==> config.mk <==
export PLATFORM = sky130hd
export DESIGN_NAME = qeciphy_tx_scheduler
export DESIGN_NICKNAME = d
export VERILOG_FILES = /design/src/rtl/qeciphy_tx_scheduler.sv
export SDC_FILE = /design/constraint.sdc
export NUM_CORES = 1
export LEC_CHECK = 0
export CELL_PAD_IN_SITES_DETAIL_PLACEMENT = 0
export CELL_PAD_IN_SITES_GLOBAL_PLACEMENT = 2
export CORE_UTILIZATION = 27
export CTS_BUF_LIST = sky130_fd_sc_hd__clkbuf_16
export CTS_CLUSTER_SIZE = 14
export DETAILED_ROUTE_END_ITERATION = 12
export GPL_TIMING_DRIVEN = 0
export PLACE_DENSITY_LB_ADDON = 0.3
export SLEW_MARGIN = 20
export SYNTH_ARGS = -nofsm -noshare
export SYNTH_HDL_FRONTEND = slang
export SYNTH_SLANG_ARGS = --single-unit
==> constraint.sdc <==
create_clock -name axis_clk -period 3.1 [get_ports axis_clk]
set_clock_uncertainty 0.2 [all_clocks]
set_input_delay 0.93 -clock axis_clk [delete_from_list [all_inputs] [get_ports axis_clk]]
set_output_delay 0.93 -clock axis_clk [all_outputs]
set_load 0.1 [all_outputs]
==> src/rtl/qeciphy_tx_scheduler.sv <==
// Transmit-slot scheduler for the QECiPHY link: arbitrates FAP, CTRL, user DATA
// and IDLE words into a single registered line slot, with alignment preamble.
module qeciphy_tx_scheduler #(
  parameter int unsigned DATA_W       = 64,
  parameter int unsigned FAP_PERIOD   = 64,
  parameter int unsigned CTRL_REFRESH = 16,
  parameter int unsigned ALIGN_WORDS  = 8,
  parameter logic [63:0] FAP_WORD     = 64'hBC5A_C3A5_BC5A_C3A5
) (
  input  logic              axis_clk,
  input  logic              axis_rst_n,
  input  logic              i_enable,
  input  logic              i_allow_user_tx,
  input  logic [DATA_W-1:0] i_user_tdata,
  input  logic              i_user_tvalid,
  output logic              o_user_tready,
  input  logic              i_rx_rdy,
  input  logic              i_pd_req,
  input  logic              i_pd_ack,
  output logic [DATA_W-1:0] o_tx_tdata,
  output logic [1:0]        o_tx_tkind,
  output logic              o_tx_tvalid,
  input  logic              i_tx_tready,
  output logic [1:0]        o_state
);

  localparam int unsigned FW = (FAP_PERIOD > 1) ? $clog2(FAP_PERIOD) : 1;
  localparam int unsigned RW = (CTRL_REFRESH > 1) ? $clog2(CTRL_REFRESH) : 1;
  localparam int unsigned AW = (ALIGN_WORDS > 1) ? $clog2(ALIGN_WORDS) : 1;

  localparam logic [FW-1:0] FAP_LAST   = FW'(FAP_PERIOD - 1);
  localparam logic [RW-1:0] REF_LAST   = RW'(CTRL_REFRESH - 1);
  localparam logic [AW-1:0] ALIGN_LAST = AW'(ALIGN_WORDS - 1);

  localparam logic [DATA_W-1:0] FAP_DATA = DATA_W'(FAP_WORD);

  localparam logic [1:0] KIND_IDLE = 2'd0;
  localparam logic [1:0] KIND_DATA = 2'd1;
  localparam logic [1:0] KIND_FAP  = 2'd2;
  localparam logic [1:0] KIND_CTRL = 2'd3;

  typedef enum logic [1:0] {
    ST_OFF   = 2'd0,
    ST_ALIGN = 2'd1,
    ST_SYNC  = 2'd2,
    ST_RUN   = 2'd3
  } state_e;

  state_e            state_q, state_d;
  logic [DATA_W-1:0] tdata_q, tdata_d;
  logic [1:0]        tkind_q, tkind_d;
  logic              tvalid_q, tvalid_d;
  logic [FW-1:0]     fap_cnt_q, fap_cnt_d;
  logic [RW-1:0]     ref_cnt_q, ref_cnt_d;
  logic [AW-1:0]     align_cnt_q, align_cnt_d;
  logic [2:0]        last_sent_q, last_sent_d;

  logic [2:0]        status;
  logic              load_en;
  logic              fap_due;
  logic              ctrl_pending;
  logic              user_ready;
  logic [RW-1:0]     ref_cnt_inc;

  assign status       = {i_pd_ack, i_pd_req, i_rx_rdy};
  assign load_en      = i_enable & (~tvalid_q | i_tx_tready);
  assign fap_due      = (fap_cnt_q == FAP_LAST);
  assign ctrl_pending = (status != last_sent_q) | (ref_cnt_q == REF_LAST);
  assign user_ready   = (state_q == ST_RUN) & load_en & i_allow_user_tx & ~fap_due & ~ctrl_pending;
  assign ref_cnt_inc  = (ref_cnt_q == REF_LAST) ? ref_cnt_q : ref_cnt_q + 1'b1;

  always_comb begin
    state_d     = state_q;
    tdata_d     = tdata_q;
    tkind_d     = tkind_q;
    tvalid_d    = tvalid_q;
    fap_cnt_d   = fap_cnt_q;
    ref_cnt_d   = ref_cnt_q;
    align_cnt_d = align_cnt_q;
    last_sent_d = last_sent_q;

    // Dropping enable discards any held word and restarts all bookkeeping.
    if (!i_enable) begin
      state_d     = ST_OFF;
      tdata_d     = '0;
      tkind_d     = KIND_IDLE;
      tvalid_d    = 1'b0;
      fap_cnt_d   = '0;
      ref_cnt_d   = '0;
      align_cnt_d = '0;
      last_sent_d = '0;
    end else begin
      case (state_q)
        ST_OFF: state_d = ST_ALIGN;
        ST_ALIGN: begin
          if (load_en) begin
            tvalid_d = 1'b1;
            tdata_d  = FAP_DATA;
            tkind_d  = KIND_FAP;
            if (align_cnt_q == ALIGN_LAST) begin
              align_cnt_d = '0;
              state_d     = ST_SYNC;
            end else begin
              align_cnt_d = align_cnt_q + 1'b1;
            end
          end
        end
        ST_SYNC: begin
          if (load_en) begin
            tvalid_d    = 1'b1;
            tdata_d     = DATA_W'(status);
            tkind_d     = KIND_CTRL;
            last_sent_d = status;
            ref_cnt_d   = '0;
            fap_cnt_d   = '0;
            state_d     = ST_RUN;
          end
        end
        ST_RUN: begin
          if (load_en) begin
            tvalid_d  = 1'b1;
            fap_cnt_d = fap_due ? '0 : fap_cnt_q + 1'b1;
            ref_cnt_d = ref_cnt_inc;
            // A CTRL that collides with a FAP stays pending and takes the next slot.
            if (fap_due) begin
              tdata_d = FAP_DATA;
              tkind_d = KIND_FAP;
            end else if (ctrl_pending) begin
              tdata_d     = DATA_W'(status);
              tkind_d     = KIND_CTRL;
              last_sent_d = status;
              ref_cnt_d   = '0;
            end else if (user_ready & i_user_tvalid) begin
              tdata_d = i_user_tdata;
              tkind_d = KIND_DATA;
            end else begin
              tdata_d = '0;
              tkind_d = KIND_IDLE;
            end
          end
        end
        default: state_d = ST_OFF;
      endcase
    end
  end

  always_ff @(posedge axis_clk or negedge axis_rst_n) begin
    if (!axis_rst_n) begin
      state_q     <= ST_OFF;
      tdata_q     <= '0;
      tkind_q     <= KIND_IDLE;
      tvalid_q    <= 1'b0;
      fap_cnt_q   <= '0;
      ref_cnt_q   <= '0;
      align_cnt_q <= '0;
      last_sent_q <= '0;
    end else begin
      state_q     <= state_d;
      tdata_q     <= tdata_d;
      tkind_q     <= tkind_d;
      tvalid_q    <= tvalid_d;
      fap_cnt_q   <= fap_cnt_d;
      ref_cnt_q   <= ref_cnt_d;
      align_cnt_q <= align_cnt_d;
      last_sent_q <= last_sent_d;
    end
  end

  assign o_user_tready = user_ready;
  assign o_tx_tdata    = tdata_q;
  assign o_tx_tkind    = tkind_q;
  assign o_tx_tvalid   = tvalid_q;
  assign o_state       = state_q;

endmodule

==> flow_summary.ini <==
[synth]
synthDistinctLibCells = 37
synth_flop_cell = dfrtp_1
synth_top_area_share_pct = 58.66
yosysWarnings = 0
synth_seq_cells = 85
syn_nets = 388
synth.largest_area_cell = dfrtp_1
synth.cell_area_sq_um = 3626
syn_area_per_cell_sq_um = 11.85
yosysSeqAreaShare_pct = 58.66
synth-edff-count = 0
synthArstFlopShare_pct = 100.0
synth_cells = 306
synthTopCellsByArea = dfrtp_1 (59%), a221o_1 (9.1%), a22o_1 (7.0%)

[sta]
rsz0062_at_grt = no
fmax_mhz = 328.8
slew_headroom_pct = 31.09
min_period_ps = 3041
report.final.slew_viol_count = 0
hold_violations = 0
worst_pin_slew_ps = 1030
setup_viol = 0
worst_slack_ps = 58.76
finalCritPeriodShare_pct = 98.10

[clock_network]
cts_hold_buffers = 0
path_clk_slew_ps = 60
clock_sinks = 85
cts_tree = done
insertion_delay_ps = 320
cts-root-buf = clkbuf_16
htree_levels = 3
cts_buffer_depth = 2
cts_made_buffers = 9

[worst_setup_path]
reg2reg_setup_slack_ps = 320
r2r-end = o_tx_tdata[27]$_DFFE_PN0P_
cp-end-kind = output port
reg2reg_depth = 8
timing.rr.start = o_state[0]$_DFFE_PN0P_
cp_max_fo = 4
worstSetupStartpoint = i_pd_ack
critPathRequiredTime_ps = 1970
start_kind = input pin
cp.arrival_ps = 1910
critical_path_class = input pin to output port

[global_route]
grt_pass1_wl_um = 17350
grt_pass1_vias = 3221
grt_antenna_before_repair = 0
grt_usage_pct = 15.80
grt_max_degree = 49
grt-ovfl-total = 0

[place]
dpl.hpwl_um = 7643
place_area_sq_um = 5305
gp_congestion = 0.7969
io_buffers = 141
post-place-ws_ps = -1437

[finish]
diodes = 0
fin_area_sq_um = 5668
seq_area_sq_um = 2130
syn_to_final_growth_pct = 56.31
layout-drive-gt1-share_pct = 10.09
nets = 544
fillCellCount = 1265
multi_input_area_sq_um = 1438

[worst_hold_path]
holdCritPathClass = flip-flop to flip-flop
hold_start = o_tx_tdata[30]$_DFFE_PN0P_
worstHoldPathCells = 1
min_to = o_tx_tdata[30]$_DFFE_PN0P_

[die]
die-area_sq_um = 13900
rows = 41
io_pins = 143
die_w_um = 117.9
core_sq_um = 12880
die_h_um = 117.9
start_util_pct = 28.16

[status]
status = finished, final reports clean

[detailed_routing]
ant_nets = 0
drt-total-wl_um = 10660
first_iter_violations = 171
wl_per_cell_um = 16.71
num_vias = 3116
viasPerCell = 4.884
drt_pass1_iterations = 6
drc = 0

[power]
p_leak_nw = 2.438
p_per_area_nw_per_um2 = 984.6
peakVddDrop_mv = 0.5093

[flow_run]
drv_cap = 0
## critical path: stages
cell	delay (ps)
dlygate4sd2_1	310
xnor2_2	190
nand4_4	130
nor2_4	160
buf_12	180
## cells by family (layout without fill, tap and decap cells)
kind of cell	Yosys count	in the layout	share of synthesized area, %
fa+ha+maj	9	9	3.106
xor+xnor	5	5	1.208
flops	85	85	58.66
simple gates	67	67	9.247
compound gates	109	109	23.91
mux	2	2	0.5521
buf+inv	29	189	3.312
## how the worst max path moves through the flow
stage / to / slack, ps / cells after the start
finish: o_user_tready / 60 / 5
floorplan: o_user_tready / 40 / 5
global route: o_user_tready / 20 / 5
global placement: o_state[0]$_DFFE_PN0P_ / -2640 / 1
detailed placement: o_user_tready / -1440 / 5
CTS: o_user_tready / 20 / 5
## layout by cell type (no fill, tap or decap), types with 4 or more instances in the layout
master           instances
clkdlybuf4s50_1        135
buf_4                    5
ha_1                     9
a221o_1                 33
a21oi_1                 15
dfrtp_1                 83
buf_2                    8
nand2_1                 19
and3_1                   4
nand3_1                  7
o21ai_0                 16
inv_1                    8
a22o_1                  29
clkbuf_1                12
clkbuf_16                9
nor2_1                  16
## per-layer routing
| metal | vias to the layer above | part of all wire, % | GRT usage, % |
|---|---|---|---|
| met5 | - | 0 | 0 |
| met4 | 0 | 1.0 | 5.048 |
| met3 | 4 | 4.9 | 4.215 |
| met2 | 92 | 50 | 25.88 |
| met1 | 1553 | 44 | 20.17 |
| li1 | 1467 | - | - |
## flip-flops by register name, summed over array words and instances, names as in the netlist
signal / count
o_tx_tvalid: 1
last_sent_q: 3
fap_cnt_q: 6
align_cnt_q: 3
o_tx_tkind: 2
o_tx_tdata: 64
ref_cnt_q: 4
o_state: 2
## cell usage after synthesis, types with 3 or more instances
master    instances
a21oi_1          15
a221o_1          33
a22o_1           29
and3_1            4
buf_2             9
clkbuf_1         12
dfrtp_1          85
ha_1              9
inv_1             8
nand2_1          20
nand3_1           8
nor2_1           19
nor3_1            3
o21ai_0          16
xnor2_1           3
## power breakdown
group / internal [mW] / switching [mW] / leakage (nW) / total (mW)
clock: 0.630 / 0.445 / 0.144 / 1.08
sequential: 1.34 / 0.142 / 1.14 / 1.48
combinational: 0.845 / 2.18 / 1.15 / 3.02
## metrics by stage
stage | total power [mW] | TNS, ps | utilization [%] | hold WS, ps | instances
floorplan | 3.706 | 0 | - | 263.1 | 306
global placement | 4.481 | -230470 | 41.01 | 282.6 | 619
detailed placement | 4.512 | -34270 | 41.20 | 283.1 | 620
CTS | 5.647 | 0 | 44.02 | 302.7 | 638
global route | 5.865 | 0 | 44.02 | 320.3 | 638
finish | 5.581 | 0 | 44.02 | 298.7 | 638
## cell type report
cell class | instances | share of cell area (%)
well taps | 172 | 3.797
flip-flops and latches | 85 | 37.57
repair buffers | 145 | 25.87
inverters | 8 | 0.5298
multi-input cells | 192 | 25.36
plain buffers | 21 | 1.634
clock buffers | 9 | 3.974
clock inverters | 6 | 1.258
## what timing repair did
action | CTS | global route
gates cloned | 0 | 0
setup endpoints to repair | 63 | 1
resized for setup | 21 | 0
setup buffers | 3 | 0
pin swaps | 5 | 1
No activity file was read; power rests on OpenSTA's default activity.
